## config.mk

```make
export PLATFORM = sky130hd
export DESIGN_NAME = ifetch_unit
export DESIGN_NICKNAME = d
export VERILOG_FILES = /design/src/rtl/ifetch_unit.sv
export SDC_FILE = /design/constraint.sdc
export NUM_CORES = 1
export LEC_CHECK = 0
export BUFFER_PORTS_ARGS = -buffer_cell sky130_fd_sc_hd__buf_2
export CORE_MARGIN = 4
export CORE_UTILIZATION = 54
export CTS_CLUSTER_DIAMETER = 60
export DETAILED_ROUTE_END_ITERATION = 6
export PLACE_DENSITY = 0.85
export SLEW_MARGIN = 30
export SYNTH_ARGS = -nofsm -noshare
export SYNTH_HDL_FRONTEND = slang
export SYNTH_SLANG_ARGS = --single-unit
```

## constraint.sdc

```tcl
create_clock -name clock -period 5.75 [get_ports clock]
set_input_delay 1.725 -clock clock [delete_from_list [all_inputs] [get_ports clock]]
set_output_delay 1.725 -clock clock [all_outputs]
set_load 0.005 [all_outputs]
```

## src/rtl/ifetch_unit.sv

```systemverilog
// ifetch_unit: instruction fetch front end for the soft RISC-V core.
// Drives the word address into a combinational instruction ROM, captures
// the returned word together with its PC in a 2-entry queue and offers the
// queue head to decode over a valid/ready handshake. Redirects flush the
// queue and restart fetch. A misaligned or out-of-range fetch PC produces a
// single fault entry, and fetch then stops until the next redirect.

module ifetch_unit #(
   parameter int          ADDR_WIDTH = 10,
   parameter logic [31:0] RESET_PC   = 32'h0000_0000
) (
   input  logic                  clock,
   input  logic                  reset,
   output logic [ADDR_WIDTH-1:0] rom_address,
   input  logic [31:0]           rom_data,
   input  logic                  redirect_valid,
   input  logic [31:0]           redirect_pc,
   output logic                  out_valid,
   input  logic                  out_ready,
   output logic [31:0]           out_instr,
   output logic [31:0]           out_pc,
   output logic                  out_fault
);

   typedef enum logic {
      RUN     = 1'b0,
      STOPPED = 1'b1
   } fetch_state_t;

   fetch_state_t state;
   fetch_state_t state_next;

   logic [31:0] fetch_pc;
   logic        fetch_fault;
   logic        fetch_en;

   // Queue storage: two slots addressed by a read pointer plus occupancy.
   logic [31:0] q_pc    [2];
   logic [31:0] q_instr [2];
   logic        q_fault [2];
   logic        rd_ptr;
   logic        wr_ptr;
   logic [1:0]  count;

   logic pop;
   logic push;
   logic commit_push;
   logic commit_pop;

   // Fault when the PC is not word aligned or lies beyond the ROM window.
   always_comb begin
      fetch_fault = (fetch_pc[1:0] != 2'b00) ||
                    ((fetch_pc >> (ADDR_WIDTH + 2)) != 32'h0);
   end

   // ROM word address; held at the reset PC while reset is asserted.
   always_comb begin
      if (reset) begin
         rom_address = RESET_PC[ADDR_WIDTH+1:2];
      end else begin
         rom_address = fetch_pc[ADDR_WIDTH+1:2];
      end
   end

   // Fetch FSM state register.
   always_ff @(posedge clock) begin
      // NOTE: sequential state uses non-blocking assignments so every
      // register samples the pre-edge values of its peers.
      if (reset) begin
         state <= RUN;
      end else begin
         state <= state_next;
      end
   end

   // Fetch FSM next state: redirect restarts, a pushed fault stops.
   always_comb begin
      // NOTE: default assignment first so no path leaves state_next
      // unassigned and a latch cannot be inferred.
      state_next = state;
      if (redirect_valid) begin
         state_next = RUN;
      end else if (push && fetch_fault) begin
         state_next = STOPPED;
      end
   end

   // Fetch FSM outputs: fetching is enabled only in RUN.
   always_comb begin
      fetch_en = (state == RUN);
   end

   // Handshake and queue control; redirect and reset discard both sides.
   always_comb begin
      out_valid   = !reset && (count != 2'd0);
      pop         = out_valid && out_ready;
      push        = fetch_en && ((count < 2'd2) || pop);
      commit_push = push && !reset && !redirect_valid;
      commit_pop  = pop && !redirect_valid;
      // Tail slot: rd_ptr when empty or full, the other slot when half full.
      wr_ptr      = rd_ptr ^ count[0];
   end

   // Occupancy and read pointer; reset and redirect both empty the queue.
   always_ff @(posedge clock) begin
      if (reset || redirect_valid) begin
         count  <= 2'd0;
         rd_ptr <= 1'b0;
      end else begin
         case ({commit_push, commit_pop})
            2'b10:   count <= count + 2'd1;
            2'b01:   count <= count - 2'd1;
            default: count <= count;
         endcase
         if (commit_pop) begin
            rd_ptr <= rd_ptr + 1'b1;
         end
      end
   end

   // Fetch PC: reset beats redirect, which beats sequential advance.
   always_ff @(posedge clock) begin
      if (reset) begin
         fetch_pc <= RESET_PC;
      end else if (redirect_valid) begin
         fetch_pc <= redirect_pc;
      end else if (commit_push && !fetch_fault) begin
         fetch_pc <= fetch_pc + 32'd4;
      end
   end

   // Queue slot write on push; fault entries carry a zero instruction.
   always_ff @(posedge clock) begin
      // NOTE: the queue slots have no reset; count gates every read, so
      // stale slot contents are never visible.
      if (commit_push) begin
         q_pc[wr_ptr]    <= fetch_pc;
         q_instr[wr_ptr] <= fetch_fault ? 32'h0 : rom_data;
         q_fault[wr_ptr] <= fetch_fault;
      end
   end

   // Head outputs; all zero when the queue is empty or in reset.
   always_comb begin
      out_instr = 32'h0;
      out_pc    = 32'h0;
      out_fault = 1'b0;
      if (out_valid) begin
         out_instr = q_instr[rd_ptr];
         out_pc    = q_pc[rd_ptr];
         out_fault = q_fault[rd_ptr];
      end
   end

endmodule

```

==> impl_metrics.yaml, run 1 <==
finish:
  utilization_pct: 68.3
  area_growth_pct: 21.6
  final_common_cell: "buf_2"
  finalNonFillerCells: 827
  fin_area_um2: 8340
  layout-drive-gt1-share_pct: 30.3
  final_cell_mix: "buf_2 (143), edfxtp_1 (130), nor2_1 (96)"
  fin_nets: 716
  diodes: 0
cts:
  cts_tree: "done"
  post_cts_resize_count: 0
  root_buffer: "clkbuf_16"
  htree_levels: 4
  ctsHoldBuffers: 0
  cts_buffers: 17
  post_cts_buffers: 0
  cts.sinks: 167
  clk_path_buf_depth: 2
  clk_latency_ns: 0.41
  path_clk_slew_ns: 0.07
die:
  core_area_um2: 12200
  pin_count: 144
  rows: 40
  start_util_pct: 56.2
  dieArea_um2: 14600
  die_h_um: 121
  fp.dieW_um: 121
yosys:
  ys_top_cells_by_area: "edfxtp_1 (57%), mux2i_1 (13%), dfxtp_1 (11%)"
  synth_area_um2: 6860
  yosysWarnings: 0
  ys_ff_latch: 167
  syn_avg_cell_area_um2: 13.6
  synth_top_area_share_pct: 56.9
  synth_edf_count: 130
  synth_cells: 506
  synth-seq-area-share_pct: 67.7
  synth_cell_types: 41
  ys.flop_type: "edfxtp_1"
  syn_nets: 576
  synth_top_area_cell: "edfxtp_1"
  async_flop_share_pct: 0
pwr:
  power_frac_seq_pct: 53.1
  share_comb_of_total_power_pct: 5.0
  power.switching_w: 0.000557
  p_clk_share_pct: 41.9
  internal_power_w: 0.00200
  powerDensity_nw_per_um2: 307
  ir_drop_uv: 155
  power.total_w: 0.00256
  leakage_nw: 3.25
  swShare_pct: 21.8
grt:
  globalRouteMet3Util_pct: 4.40
  antenna_found_initial: 0
  use_met1_pct: 25.5
  grtUsageMet2_pct: 32.2
  grt.busiest_layer: "met2"
  grt_use_total_pct: 19.4
  overflow: 0
  grt_start_max_net_pins: 45
  grt_pass1_vias: 4419
  grt_pass1_wl_mm: 22.3
drt:
  drt_iter0_drc: 327
  routed_wl_mm: 13.8
  drc_errors: 0
  drt_first_pass_iters: 5
  dr_total_vias: 4347
  ant_nets: 0
  routedWlPerCell_um: 16.7
  vias_per_cell: 5.26
critical_path:
  start_kind: "primary input"
  worstSetupEndpointType: "output port"
  r2r-end: "fetch_pc[4]$_SDFFE_PP0P_"
  cp.required_ns: 4.03
  r2r-start: "fetch_pc[13]$_SDFFE_PP0P_"
  crit_fanout: 39
  rrSetupSlack_ns: 3.45
  crit_arrival_ns: 2.72
  reg2reg_depth: 6
  crit_type: "primary input to output port"
timing:
  max-slew-margin-rel_pct: 39.9
  tightest_slew_ns: 0.901
  setup_violations: 0
  setup-tns-final_ns: 0
  report.final.hold_viol_count: 0
  timing.final.crit_period_ns: 4.44
  clock.fmax_mhz: 225
  slew_viol_final: 0
  final.setup_skew_ns: 0.0108
  rsz0062_at_grt: "false"
  fin_crit_sh_pct: 77.2
worst_hold_path:
  min_delay_worst_endpoint: "q_pc[1][20]$_DFFE_PP_"
  min_from: "fetch_pc[20]$_SDFFE_PP0P_"
  hold_path_class: "flop to flop"
  whs_path_depth: 0
placed_design:
  placed_area_um2: 7780
  dpl.cell_count: 795
  port_buffers: 143
  finalWeightedCongestion: 0.859
  post-dp-hpwl_mm: 9.22
run_status:
  status: "finished clean"
job:
  drv_cap: 0
## worst max-delay path: stages
cell	delay, ns
buf_2	0.10
or2_2	0.30
buf_4	0.26
nor2_1	0.18
buf_2	0.13
## sequential cells by signal, summed over array words and instances (netlist names), named ones only
register / count
count: 2
q_pc: 64
q_instr: 64
fetch_pc: 32
rd_ptr: 1
q_fault: 2
state: 1
## worst max-delay path by stage
| stage | startpoint | depth (start not counted) | endpoint |
|---|---|---|---|
| after global routing | reset | 5 | out_instr[31] |
| after global placement | reset | 5 | out_fault |
| after floorplan | reset | 4 | q_fault[1]$_DFFE_PP_ |
| after CTS | reset | 5 | out_pc[21] |
| final | reset | 5 | out_instr[14] |
| after detailed placement | reset | 5 | out_pc[21] |
## metrics by stage
step           setup slack, ns  hold slack (ns)
2_1_floorplan            0.365            0.447
3_3_place_gp              1.32            0.467
3_5_place_dp              1.30            0.476
4_1_cts                   1.30            0.494
5_1_grt                   1.25            0.517
6_report                  1.31            0.493
## logic make-up after synthesis
group,after synthesis,synth area share [%]
XOR/XNOR,7,0.894
AO/OA/AOI/OAI,23,2.24
multiplexers,92,13.5
adder cells (fa/ha/maj),2,0.365
flip-flops,167,67.7
buffers and inverters,37,2.10
AND/OR/NAND/NOR,178,13.2
## final cells by class
type / count / area (um2)
well taps: 168 / 210
clock buffers: 19 / 443
repair buffers: 150 / 801
clock inverters: 13 / 120
inverters: 8 / 30.0
flip-flops and latches: 167 / 4650
fillers: 928 / 3870
multi-input cells: 302 / 2090
## cell usage after synthesis (2+ instances only)
library cell  number
edfxtp_1         130
nor2_1            98
mux2i_1           89
dfxtp_1           37
and2_1            32
buf_1             14
clkbuf_1          11
nor3_1             9
inv_1              8
nor2b_1            8
nand2_1            7
a21oi_1            6
xnor2_1            5
buf_2              4
nor4_2             4
o21bai_1           4
and3_1             3
mux2_2             3
nand3_1            3
o21ai_0            3
a31oi_1            2
ha_1               2
nand4_2            2
nor4_1             2
or2_2              2
or3_1              2
xor2_1             2
## power groups by stage
stage / registers (W) / logic, W / clock network [W]
floorplan: 0.00138 / 0.0000777 / 0
global placement: 0.00138 / 0.000123 / 0
detailed placement: 0.00138 / 0.000128 / 0
CTS: 0.00136 / 0.000129 / 0.00109
global route: 0.00136 / 0.000142 / 0.00114
finish: 0.00136 / 0.000128 / 0.00107
## per-layer routing
layer | share of wire, % | up-vias
li1 | - | 2092
met1 | 43 | 2073
met2 | 49 | 172
met3 | 7.3 | 10
met4 | 0.60 | 0
met5 | 0 | -
Power figures use the tool's default switching activity.
==> inputs of run 2 (changes only) <==
clock period = 4.15 ns   (was 5.75 ns; I/O delays follow)
==> run 2 against run 1 <==
Net effect: count of clock-buffer cells in the layout grew 1; flip-flop and latch count stayed put; die area did not move; clock skew shrank 0.0021 ns; wire length increased by 3.3%; hold slack gained 0.0097 ns; register-to-register slack lost 1.5 ns; cell area up 1.1%; total power increased by 46%; first-iteration DRC count grew 13%.
==> impl_metrics.yaml, run 2 (synthesis gave the netlist of run 1 again) <==
run_status:
  status: "finished clean"
finish:
  largestRegisters: "q_instr x64, q_pc x64, fetch_pc x32"
  final_cell_mix: "buf_2 (143), edfxtp_1 (130), nor2_1 (96)"
  layout-drive-gt1-share_pct: 30.2
  fin_nets: 720
  diodes: 0
  utilization_pct: 69.1
  final_common_cell: "buf_2"
  ff_latch_area_um2: 4650
  area_growth_pct: 22.9
  multi_input_area_um2: 2090
  fill_cells: 899
critical_path:
  cp.required_ns: 2.90
  start_kind: "primary input"
  crit_arrival_ns: 2.26
  cpMostUsedCell: "buf_2"
  crit_fanout: 66
  worstSetupEndpointType: "output port"
  crit_slowest_cell: "or2_2"
  path_delay_family: "simple AND/OR/NAND/NOR gates"
  cp_cell_sequence: "buf_2, or2_2, buf_12, nor2_1, buf_2"
  critPathBufInv: 3
  cpPeakStageDelay_ns: 0.31
  crit_type: "primary input to output port"
cts:
  post_cts_buffers: 0
  htree_levels: 4
  ctsHoldBuffers: 0
  root_buffer: "clkbuf_16"
  clk_path_buf_depth: 2
  path_clk_slew_ns: 0.06
  cts_buffers: 17
  cts_tree: "done"
  post_cts_resize_count: 0
  cts.sinks: 167
  clk_latency_ns: 0.42
timing:
  rsz0062_at_grt: "false"
  clock.fmax_mhz: 285
  setup-tns-final_ns: 0
  fin_crit_sh_pct: 84.4
  final.setup_skew_ns: 0.00876
  fin_hold_ws_ns: 0.502
  max-slew-margin-rel_pct: 53.4
  setup_violations: 0
  slew_viol_final: 0
  worst_slack_ns: 0.647
  report.final.hold_viol_count: 0
  tightest_slew_ns: 0.699
  timing.final.crit_period_ns: 3.50
drt:
  dr_total_vias: 4434
  vias_per_cell: 5.34
  drc_errors: 0
  routed_wl_mm: 14.2
  ant_nets: 0
  drt_iter0_drc: 369
  drt_first_pass_iters: 4
  routedWlPerCell_um: 17.1
placed_design:
  dp_slack_ns: 0.680
  port_buffers: 143
  finalWeightedCongestion: 0.766
  post-dp-hpwl_mm: 9.30
worst_hold_path:
  hold_path_class: "flop to flop"
die:
  rows: 40
  core_area_um2: 12200
  dieArea_um2: 14600
  start_util_pct: 56.2
  fp.dieW_um: 121
  die_h_um: 121
  pin_count: 144
grt:
  grt_pass1_vias: 4581
  grt_use_total_pct: 20.3
  grt_pass1_wl_mm: 22.8
  grt_start_max_net_pins: 67
  antenna_found_initial: 0
  overflow: 0
pwr:
  ir_drop_uv: 330
  powerDensity_nw_per_um2: 444
  leakage_nw: 3.30
job:
  drv_cap: 0
## run 2: through the flow
stage / power, W / instance area (um2) / instances
5_1_grt: 0.00387 / 8430 / 831
2_1_floorplan: 0.00202 / 6860 / 506
4_1_cts: 0.00377 / 8430 / 831
3_5_place_dp: 0.00210 / 7800 / 799
6_report: 0.00375 / 8430 / 831
3_3_place_gp: 0.00209 / 7790 / 799
## run 2: layer usage
layer	wire length [um]	vias to the layer above	GRT usage, %	part of all wire, %
li1	-	2100	-	-
met1	6040	2125	25.3	42
met2	7020	187	34.1	49
met3	995	22	5.24	7.0
met4	184	0	7.58	1.3
met5	0	-	0	0
## run 2: worst paths after layout
| kind | depth (start not counted) | slack, ns | endpoint | start |
|---|---|---|---|---|
| min reg2reg | 0 | 0.50 | q_pc[0][19]$_DFFE_PP_ | fetch_pc[19]$_SDFFE_PP0P_ |
| min | 0 | 0.50 | q_pc[0][19]$_DFFE_PP_ | fetch_pc[19]$_SDFFE_PP0P_ |
| max | 5 | 0.65 | out_fault | reset |
| max reg2reg | 9 | 1.95 | count[1]$_SDFFE_PP0P_ | count[0]$_SDFFE_PP0P_ |
## run 2: power by group
group,switching [W],internal [W],leakage [nW]
Combinational,0.0000997,0.0000828,1.41
Clock,0.000616,0.00107,0.296
Sequential,0.0000362,0.00185,1.60
Total,0.000752,0.00300,3.30
## run 2: layout make-up
cell class | count | share of cell area, %
Inverter | 8 | 0.356
Sequential cell | 167 | 55.1
Clock buffer | 20 | 5.18
Multi-Input combinational cell | 302 | 24.7
Timing Repair Buffer | 154 | 9.76
Tap cell | 168 | 2.49
Clock inverter | 12 | 2.34
==> inputs of run 3 (changes only) <==
CORE_UTILIZATION = 49   (was 54)
PLACE_DENSITY = 0.82   (was 0.85)
clock period = 2.86 ns   (was 4.15 ns; I/O delays follow)
==> run 3 against run 2 <==
Net effect: final cell count grew 1.3%; count of clock-buffer cells in the layout is 1 higher; sequential share of layout area down 0.17 points; cell area up 0.31%; worst setup slack got worse by 0.57 ns; critical path type unchanged; largest cell class unchanged; largest power group unchanged; highest routed layer is now met5.
==> impl_metrics.yaml, run 3 (synthesis gave the netlist of run 1 again) <==
pwr:
  leakage_nw: 3.32
  ir_drop_uv: 347
  powerDensity_nw_per_um2: 618
cts:
  cts.sinks: 167
  clk_path_buf_depth: 2
  post_cts_buffers: 0
  cts_buffers: 17
  ctsHoldBuffers: 0
  htree_levels: 4
  clk_latency_ns: 0.41
  post_cts_resize_count: 0
  root_buffer: "clkbuf_16"
  cts_tree: "done"
  path_clk_slew_ns: 0.06
die:
  start_util_pct: 51.0
  core_area_um2: 13500
  rows: 42
  pin_count: 144
  fp.dieW_um: 126
  die_h_um: 126
  dieArea_um2: 16000
finish:
  fin_area_um2: 8460
  area_growth_pct: 23.3
  diodes: 0
  final_common_cell: "buf_2"
  layout-drive-gt1-share_pct: 30.6
  largestRegisters: "q_instr x64, q_pc x64, fetch_pc x32"
  final_cell_mix: "buf_2 (143), edfxtp_1 (130), nor2_1 (96)"
  fin_nets: 723
timing:
  max-slew-margin-rel_pct: 66.6
  clock.fmax_mhz: 360
  tightest_slew_ns: 0.501
  timing.final.crit_period_ns: 2.78
  fin_crit_sh_pct: 97.2
  rsz0062_at_grt: "false"
  final.setup_skew_ns: 0.00920
  setup_violations: 0
  report.final.hold_viol_count: 0
  slew_viol_final: 0
  setup-tns-final_ns: 0
placed_design:
  finalWeightedCongestion: 0.831
  post-dp-hpwl_mm: 9.62
  placed_area_um2: 7880
  port_buffers: 143
critical_path:
  rrSetupSlack_ns: 0.66
  start_kind: "primary input"
  crit_arrival_ns: 1.92
  crit_type: "primary input to output port"
  crit_fanout: 66
  worstSetupEndpointType: "output port"
  cp.required_ns: 2.00
run_status:
  status: "finished clean"
drt:
  vias_per_cell: 5.20
  ant_nets: 0
  routed_wl_mm: 14.3
  drc_errors: 0
  routedWlPerCell_um: 17.0
  dr_total_vias: 4376
  drt_first_pass_iters: 4
  drt_iter0_drc: 248
grt:
  grt_use_total_pct: 18.6
  antenna_found_initial: 2
  overflow: 0
  grt_start_max_net_pins: 67
  grt_pass1_vias: 4574
  grt_pass1_wl_mm: 23.1
worst_hold_path:
  hold_path_class: "flop to flop"
job:
  drv_cap: 0
[run 3: changes by cell type in the layout (fill, tap and decap cells not counted), moves of 2 or more]
cell and change:
clkinv_2 +3, bufinv_16 -3, buf_12 +4, clkinvlp_4 -2, clkinv_4 +2
[run 3: through the flow]
stage / power (W) / instances / util [%] / setup WS (ns) / hold slack, ns
floorplan: 0.00292 / 506 / - / 0.129 / 0.447
global placement: 0.00304 / 810 / 58.5 / 0.117 / 0.471
detailed placement: 0.00305 / 810 / 58.5 / 0.105 / 0.490
CTS: 0.00528 / 842 / 62.9 / 0.105 / 0.507
global route: 0.00542 / 842 / 62.9 / 0.0606 / 0.520
finish: 0.00523 / 842 / 62.9 / 0.0792 / 0.503
[run 3: layer usage]
metal,vias up,wire [um],global-route usage (%)
li1,2104,-,-
met1,2077,6010,23.5
met2,170,7010,30.4
met3,21,1110,5.46
met4,4,182,6.94
met5,-,27,0
[run 3: cell type report]
type                            count  area (um2)
Fill cell                        1020        4990
Sequential cell                   167        4650
Multi-Input combinational cell    302        2080
Timing Repair Buffer              157         896
Clock buffer                       21         462
Tap cell                          176         220
Clock inverter                     11         121
Inverter                            8        30.0
[run 3: worst max-delay path: stages]
cell	delay [ns]
buf_2	0.12
or2_2	0.32
buf_12	0.21
nor2_1	0.23
buf_2	0.15
[run 3: final timing paths]
check	cells after the start	end	from
worst max-delay path	5	out_pc[23]	reset
worst min-delay path	0	q_pc[1][14]$_DFFE_PP_	fetch_pc[14]$_SDFFE_PP0P_
worst max register to register	9	count[1]$_SDFFE_PP0P_	count[0]$_SDFFE_PP0P_
worst min register to register	0	q_pc[1][14]$_DFFE_PP_	fetch_pc[14]$_SDFFE_PP0P_
[run 3: where the power goes]
part | switching, W | total, W | internal, W
clock network | 0.000890 | 0.00223 | 0.00134
registers | 0.0000529 | 0.00273 | 0.00268
logic | 0.000145 | 0.000270 | 0.000125
